## src/rtl/cla_pipe_pkg.sv

```systemverilog
// Shared defaults and helpers for the pipelined carry-chained add/subtract unit.
package cla_pipe_pkg;

  localparam int CLA_PIPE_W_DEF = 64;
  localparam int CLA_PIPE_S_DEF = 4;

  // The carry into the MSB equals a^b^sum at that bit, so overflow needs no extra carry tap.
  function automatic logic signed_ovf(input logic a_msb, input logic b_msb,
                                      input logic s_msb, input logic cout);
    return (a_msb ^ b_msb ^ s_msb) ^ cout;
  endfunction

endpackage

```

## src/rtl/cla.sv

```systemverilog
// Combinational segment adder: generate/propagate carry chain over one W-bit slice.
module cla
  import cla_pipe_pkg::*;
#(
  parameter int W = CLA_PIPE_W_DEF / CLA_PIPE_S_DEF
) (
  input  logic [W-1:0] a_i,
  input  logic [W-1:0] b_i,
  input  logic         cin_i,
  output logic [W-1:0] s_o,
  output logic         cout_o
);

  logic [W-1:0] g;
  logic [W-1:0] p;
  logic [W:0]   c;

  assign g = a_i & b_i;
  assign p = a_i ^ b_i;

  always_comb begin
    c    = '0;
    c[0] = cin_i;
    for (int i = 0; i < W; i++) begin
      c[i+1] = g[i] | (p[i] & c[i]);
    end
  end

  assign s_o    = p ^ c[W-1:0];
  assign cout_o = c[W];

endmodule

```

## src/rtl/cla_pipe.sv

```systemverilog
// Pipelined add/subtract: one SW-bit segment resolved per stage, operands skewed in,
// partial results carried forward so every segment leaves the last register aligned.
module cla_pipe
  import cla_pipe_pkg::*;
#(
  parameter int W = CLA_PIPE_W_DEF,
  parameter int S = CLA_PIPE_S_DEF
) (
  input  logic         clk,
  input  logic         rst,
  input  logic         i_valid,
  output logic         o_ready,
  input  logic [W-1:0] i_a,
  input  logic [W-1:0] i_b,
  input  logic         i_cin,
  input  logic         i_sub,
  output logic         o_valid,
  input  logic         i_ready,
  output logic [W-1:0] o_y,
  output logic         o_cout,
  output logic         o_ovf
);

  localparam int SW = W / S;

  if ((S < 1) || (S > W) || ((W % S) != 0)) begin : g_cfg_err
    $error("cla_pipe: W must be a multiple of S and 1 <= S <= W");
  end

  logic         adv;
  logic [W-1:0] b_eff;
  logic         c0;

  // Global stall: every register advances together or not at all.
  assign adv     = ~o_valid | i_ready;
  assign o_ready = adv;
  assign b_eff   = i_sub ? ~i_b : i_b;
  assign c0      = i_cin ^ i_sub;

  for (genvar k = 0; k < S; k++) begin : g_stg
    localparam int OPW = W - k*SW;
    localparam int YW  = (k+1)*SW;

    // op_a/op_b hold only the segments not yet consumed; segment k sits at the LSB.
    logic [OPW-1:0] op_a;
    logic [OPW-1:0] op_b;
    logic           c_in;
    logic           vld_in;
    logic [SW-1:0]  sum;
    logic           c_out;
    logic [YW-1:0]  y_res;

    if (k == 0) begin : g_src
      assign op_a   = i_a;
      assign op_b   = b_eff;
      assign c_in   = c0;
      assign vld_in = i_valid;
      assign y_res  = sum;
    end else begin : g_src
      logic [OPW-1:0]  a_q;
      logic [OPW-1:0]  b_q;
      logic [k*SW-1:0] y_q;
      logic            c_q;
      logic            vld_q;

      // Stage boundary k-1 -> k: pending operands, resolved low bits, carry, valid.
      always_ff @(posedge clk or posedge rst) begin
        if (rst) begin
          a_q   <= '0;
          b_q   <= '0;
          y_q   <= '0;
          c_q   <= 1'b0;
          vld_q <= 1'b0;
        end else if (adv) begin
          a_q   <= g_stg[k-1].op_a[OPW+SW-1:SW];
          b_q   <= g_stg[k-1].op_b[OPW+SW-1:SW];
          y_q   <= g_stg[k-1].y_res;
          c_q   <= g_stg[k-1].c_out;
          vld_q <= g_stg[k-1].vld_in;
        end
      end

      assign op_a   = a_q;
      assign op_b   = b_q;
      assign c_in   = c_q;
      assign vld_in = vld_q;
      assign y_res  = {sum, y_q};
    end

    cla #(.W(SW)) u_cla (
      .a_i   (op_a[SW-1:0]),
      .b_i   (op_b[SW-1:0]),
      .cin_i (c_in),
      .s_o   (sum),
      .cout_o(c_out)
    );
  end

  logic [W-1:0] y_q;
  logic         cout_q;
  logic         ovf_q;
  logic         vld_q;
  logic         ovf_d;

  assign ovf_d = signed_ovf(g_stg[S-1].op_a[SW-1], g_stg[S-1].op_b[SW-1],
                            g_stg[S-1].sum[SW-1], g_stg[S-1].c_out);

  // Last stage -> output register.
  always_ff @(posedge clk or posedge rst) begin
    if (rst) begin
      y_q    <= '0;
      cout_q <= 1'b0;
      ovf_q  <= 1'b0;
      vld_q  <= 1'b0;
    end else if (adv) begin
      y_q    <= g_stg[S-1].y_res;
      cout_q <= g_stg[S-1].c_out;
      ovf_q  <= ovf_d;
      vld_q  <= g_stg[S-1].vld_in;
    end
  end

  assign o_y     = y_q;
  assign o_cout  = cout_q;
  assign o_ovf   = ovf_q;
  assign o_valid = vld_q;

endmodule
```

## config.mk

```make
export PLATFORM = sky130hd
export DESIGN_NAME = cla_pipe
export DESIGN_NICKNAME = d
export VERILOG_FILES = /design/src/rtl/cla_pipe_pkg.sv /design/src/rtl/cla.sv /design/src/rtl/cla_pipe.sv
export SDC_FILE = /design/constraint.sdc
export NUM_CORES = 1
export LEC_CHECK = 0
export BUFFER_PORTS_ARGS = -buffer_cell sky130_fd_sc_hd__buf_2
export CORE_ASPECT_RATIO = 1.25
export CORE_MARGIN = 2
export CORE_UTILIZATION = 63
export CTS_CLUSTER_DIAMETER = 50
export DETAILED_ROUTE_END_ITERATION = 8
export HOLD_SLACK_MARGIN = 0.15
export PLACE_DENSITY = 0.95
export SLEW_MARGIN = 20
export SYNTH_ARGS = -nofsm -noshare
export SYNTH_HDL_FRONTEND = slang
export SYNTH_SLANG_ARGS = --single-unit
export TNS_END_PERCENT = 5
```

## constraint.sdc

```tcl
create_clock -name clk -period 36.4 [get_ports clk]
set_clock_uncertainty 0.15 [all_clocks]
set_input_delay 5.46 -clock clk [delete_from_list [all_inputs] [get_ports clk]]
set_output_delay 5.46 -clock clk [all_outputs]
set_load 0.01 [all_outputs]
```

==> impl_metrics.ini, run 1 <==
[critical_path]
worst-setup-path-type = input port to register
crit_end = g_stg[1].g_src.y_q[15]
cp.required_ps = 36650
r2r_start = g_stg[3].c_in
cp-start-kind = input port
arrival_ps = 13170
crit_fanout = 14
r2r_setup_slack_ps = 28570
ff2ff_path_depth = 21
crit_start = i_sub
r2r-end = o_ovf
endpoint_kind = register

[global_route]
antenna_found_initial = 3
grt-ovfl-total = 0
grt_max_degree = 168
grt_usage_pct = 22.5
grt_pass1_vias = 9190
grt_pass1_wl_um = 48000

[timing]
tightest_slew_ps = 1140
period_needed_ps = 12920
hold_viol = 0
rsz0062_at_grt = no
finalCritPeriodShare_pct = 35.5
max_freq_mhz = 77.4
report.final.slew_viol_count = 0
fin_tns_setup_ps = 0
slew_headroom_pct = 23.9
finalSetupViolations = 0

[job]
cap_violations = 0

[clock_tree]
clock_latency_ps = 510
clock-sinks = 361
htreeDepth = 2
cts_max_path_buffers = 3
clk_pin_slew_worst_paths_ps = 60
postCtsSetupRepairBufs = 0
cts_root_buffer = clkbuf_16
postCtsHoldBufs = 0
cts_buffers = 37
postCtsResizedCells = 0
cts_tree = done

[floorplan]
rows = 65
io_pins = 202
start_util_pct = 63.9
coreArea_um2 = 25200
fp.dieH_um = 183
die_area_um2 = 26900
fp.dieW_um = 147

[pwr]
totalPowerFinal_mw = 1.70
cellPowerDensity_nw_per_um2 = 92.4
vdd_ir_drop_max_mv = 0.0732
cellLeakagePower_nw = 8.66

[place]
io_buffers = 201
place.gp.congestion = 0.784
hpwlAfterDp_um = 18300

[logic_synthesis]
syn_inst = 965
avgSynthCellArea_um2 = 16.7
synth_area_um2 = 16100
synth_cell_types = 17
synth_area_leaders = dfrtp_1, mux2_4, mux2_2
ys_seq_area_share_pct = 56.1
yosysTopAreaCell = dfrtp_1
syn-num-nets = 1164
ys_ff_latch = 361
synth_warnings = 0
yosysTopAreaCellShare_pct = 56.1

[layout]
nNetsFinal = 1361
multi_input_area_um2 = 6550
num-fill-cells = 1533
fin_util_pct = 73.2
syn2layout_area_growth_pct = 14.6
regArea_um2 = 9030
drive_gt1_share_pct = 50.8

[hold_path]
hold_path.class = register to register

[detailed_routing]
avgRoutedWirePerCell_um = 19.1
drtIter0Drc = 326
first_pass_iters = 4
vias = 8173
drc_errors = 0
vias_per_cell = 5.37
ant_nets = 0
wirelength_um = 29100

[status]
outcome = finished, final reports clean
kinds of logic after synthesis:
family                   count (synthesis)  synth area share, %
multiplexers                           338                 27.1
XOR/XNOR                                66                 3.68
flip-flops                             361                 56.1
AO/OA/AOI/OAI                           22                0.684
adder cells (fa/ha/maj)                 65                 8.04
AND/OR/NAND/NOR                         24                 1.10
buffers and inverters                   89                 3.26
where the power goes:
| group | switching [mW] | leakage, nW | total, mW | internal (mW) |
|---|---|---|---|---|
| Clock | 0.153 | 0.578 | 0.373 | 0.220 |
| Combinational | 0.238 | 3.91 | 0.628 | 0.390 |
| Sequential | 0.117 | 4.18 | 0.702 | 0.585 |
| Total | 0.508 | 8.66 | 1.70 | 1.20 |
how the worst min path moves through the flow:
stage | from | endpoint | cells after the start
5_1_grt | g_stg[3].g_src.vld_q | o_valid | 1
4_1_cts | g_stg[3].g_src.vld_q | o_valid | 1
3_5_place_dp | g_stg[3].g_src.vld_q | o_valid | 1
2_1_floorplan | g_stg[3].g_src.vld_q | o_valid | 1
3_3_place_gp | g_stg[3].g_src.vld_q | o_valid | 1
6_report | g_stg[3].g_src.vld_q | o_valid | 1
cell type report:
class | instances | share of cell area [%]
Antenna cell | 2 | 0.0271
Clock buffer | 49 | 5.76
Clock inverter | 13 | 0.766
Inverter | 38 | 0.841
Multi-Input combinational cell | 515 | 35.5
Sequential cell | 361 | 49.0
Tap cell | 335 | 2.27
Timing Repair Buffer | 209 | 5.88
layout by cell type, fill, tap and decap left out:
master / Yosys / final
clkinvlp_4: 0 / 5
nand2b_4: 0 / 1
mux2_2: 184 / 184
xor3_1: 1 / 1
dfrtp_1: 361 / 361
fa_1: 64 / 64
clkinv_2: 0 / 3
nor3b_1: 22 / 22
mux2i_1: 4 / 4
buf_6: 20 / 1
ha_1: 1 / 1
inv_6: 0 / 1
xnor2_1: 18 / 18
nand2b_1: 2 / 1
buf_4: 3 / 7
clkbuf_16: 0 / 39
xor2_1: 47 / 47
diode_2: 0 / 2
inv_1: 38 / 37
buf_12: 0 / 1
clkinv_4: 0 / 1
clkinv_8: 0 / 1
buf_2: 24 / 200
clkbuf_8: 0 / 5
inv_8: 0 / 1
mux2_4: 150 / 150
bufinv_16: 0 / 2
a21oi_1: 22 / 22
clkbuf_1: 4 / 5
per-stage QoR:
stage          setup WS (ps)  hold slack (ps)  area, µm²  instances
6_report               23480              306      18400       1522
5_1_grt                23220              336      18400       1522
4_1_cts                23460              309      18400       1520
3_5_place_dp           22950              297      17200       1458
3_3_place_gp           23060              292      17200       1458
2_1_floorplan          20770              280      16100        965
state kept, by name, indices dropped and copies added (netlist names):
name	count
g_stg.c_in	3
g_stg.g_src.a_q	96
g_stg.g_src.b_q	96
g_stg.g_src.vld_q	3
g_stg.g_src.y_q	96
o_cout	1
o_ovf	1
o_valid	1
o_y	64
worst max-delay path, stage by stage:
cell and delay, ps:
buf_4 250, xnor2_1 140, fa_1 440, fa_1 440, fa_1 430, fa_1 440, fa_1 430, fa_1 430
fa_1 420, fa_1 480, fa_1 480, fa_1 440, fa_1 440, fa_1 430, fa_1 420, fa_1 420
fa_1 390, inv_1 90, fa_1 420, mux2_2 270
synth_stat cells, drive strengths merged:
cell type  instances
nand2b             2
fa                64
xnor2             18
buf               47
ha                 1
dfrtp            361
mux2i              4
mux2             334
inv               38
xor2              47
nor3b             22
a21oi             22
xor3               1
clkbuf             4
per-layer routing:
| layer | GRT usage [%] | vias up | routed length (µm) |
|---|---|---|---|
| met2 | 38.3 | 208 | 15000 |
| met5 | 0 | - | 11 |
| li1 | - | 3650 | - |
| met4 | 7.38 | 2 | 828 |
| met3 | 4.23 | 70 | 1280 |
| met1 | 29.5 | 4243 | 11900 |
Power figures use the tool's default switching activity.
==> inputs of run 2 (changes only) <==
- CORE_UTILIZATION: 63 -> 53
- PLACE_DENSITY: 0.95 -> 0.89
- clock period: 36.4 -> 10.85 ns (I/O delays scaled with it)
==> run 2 against run 1 <==
  * Utilization fell by 11 points
  * Total power rose to 3.4 times the previous value
  * Critical path depth did not move
  * Setup slack worse by 22000 ps
  * Critical path type unchanged
  * Largest cell class unchanged
  * Highest routed layer unchanged
==> impl_metrics.ini, run 2 (synthesis gave the netlist of run 1 again) <==
[status]
outcome = finished, final reports clean

[global_route]
grt_pass1_wl_um = 46500
antenna_found_initial = 2
grt_max_degree = 188
grt-ovfl-total = 0
use_met2_pct = 31.0
grt_usage_pct = 18.3
grt_pass1_vias = 8929
met3_usage_pct = 3.36
grt.busiest_layer = met2
grt_use_met1_pct = 23.4

[clock_tree]
clk_pin_slew_worst_paths_ps = 50
cts_root_buffer = clkbuf_16
clock_latency_ps = 530
htreeDepth = 2
postCtsResizedCells = 0
cts_max_path_buffers = 3
cts_tree = done
clock-sinks = 361
cts_buffers = 39
postCtsHoldBufs = 0
postCtsSetupRepairBufs = 0

[pwr]
vdd_ir_drop_max_mv = 0.175
cellLeakagePower_nw = 8.71
cellPowerDensity_nw_per_um2 = 307

[timing]
slew_headroom_pct = 27.3
period_needed_ps = 9070
hold_viol = 0
finalCritPeriodShare_pct = 83.6
report.final.slew_viol_count = 0
tightest_slew_ps = 1090
max_freq_mhz = 110
rsz0062_at_grt = no
finalSetupViolations = 0
fin_tns_setup_ps = 0

[layout]
top_regs = g_stg.g_src.a_q (96), g_stg.g_src.b_q (96), g_stg.g_src.y_q (96)
fin_util_pct = 62.0
final_cell_mix = dfrtp_1, buf_2, mux2_2
syn2layout_area_growth_pct = 15.6
num-fill-cells = 2241
drive_gt1_share_pct = 50.9
nNetsFinal = 1364
final_common_cell = dfrtp_1

[floorplan]
fp.dieH_um = 199
io_pins = 202
rows = 71
fp.dieW_um = 160
die_area_um2 = 31800
start_util_pct = 53.6
coreArea_um2 = 30000

[job]
cap_violations = 0

[critical_path]
r2r_setup_slack_ps = 3040
crit_fanout = 37
cp.required_ps = 11100
arrival_ps = 9320
r2r_start = g_stg[3].c_in
ff2ff_path_depth = 21
endpoint_kind = register
cp-start-kind = input port
worst-setup-path-type = input port to register
r2r-end = o_ovf

[detailed_routing]
first_pass_iters = 4
ant_nets = 0
avgRoutedWirePerCell_um = 17.8
vias_per_cell = 5.11
drtIter0Drc = 399
wirelength_um = 28300
vias = 8134
drc_errors = 0

[hold_path]
min_from = g_stg[3].g_src.vld_q
min_path_cells = 1
hold_path.class = register to register
hold_end = o_valid

[place]
io_buffers = 201
hpwlAfterDp_um = 18700
place.gp.congestion = 0.783
[run 2: changes by cell type in the layout (fill, tap and decap cells not counted), sizes merged]
| cell | previous run | this run |
|---|---|---|
| clkbuf | 49 | 52 |
| buf | 209 | 210 |
| diode | 2 | 1 |
| clkinv | 5 | 9 |
| clkinvlp | 5 | 4 |
| inv | 39 | 37 |
[run 2: power breakdown]
group | leakage [nW] | total [mW] | internal [mW] | switching [mW]
logic | 3.92 | 2.09 | 1.31 | 0.780
clock network | 0.613 | 1.29 | 0.770 | 0.522
registers | 4.18 | 2.34 | 1.96 | 0.374
[run 2: critical path, stage by stage]
cell	delay [ps]
buf_4	120
buf_4	530
xnor2_1	190
fa_1	420
fa_1	430
fa_1	420
fa_1	470
fa_1	450
fa_1	480
fa_1	450
fa_1	430
fa_1	430
fa_1	440
fa_1	430
fa_1	430
fa_1	420
fa_1	390
inv_1	80
fa_1	410
mux2_2	260
[run 2: worst max-delay path by stage]
stage	start	end	slack, ps	cells after the start
6_report	i_sub	g_stg[1].g_src.y_q[15]	1780	20
4_1_cts	i_sub	g_stg[1].g_src.y_q[15]	1730	20
5_1_grt	i_sub	g_stg[1].g_src.y_q[15]	1470	20
3_5_place_dp	i_sub	g_stg[1].g_src.y_q[15]	1200	20
2_1_floorplan	i_sub	g_stg[1].g_src.y_q[15]	1450	21
3_3_place_gp	i_sub	g_stg[1].g_src.y_q[15]	1300	20
[run 2: final cells by class]
class | instances | area, µm² | area share, %
Inverter | 38 | 146 | 0.786
Clock inverter | 14 | 135 | 0.726
Antenna cell | 1 | 2.50 | 0.0134
Tap cell | 401 | 502 | 2.70
Sequential cell | 361 | 9030 | 48.5
Clock buffer | 52 | 1120 | 6.00
Timing Repair Buffer | 210 | 1130 | 6.09
Multi-Input combinational cell | 515 | 6550 | 35.2
[run 2: metal layers]
layer  share of wire, %  wire, µm  vias to the layer above
li1                   -         -                     3674
met1                 41     11700                     4216
met2                 51     14400                      175
met3                4.0      1120                       67
met4                3.7      1030                        2
met5              0.046        13                        -
[run 2: stage by stage]
step	hold WS (ps)	setup slack, ps	area [µm²]	instances	power, mW
after floorplan	280	1450	16100	965	3.93
after global placement	292	1300	17300	1524	4.31
after detailed placement	296	1200	17300	1524	4.46
after CTS	309	1730	18600	1590	5.79
after global routing	344	1470	18600	1592	6.09
final	307	1780	18600	1592	5.72
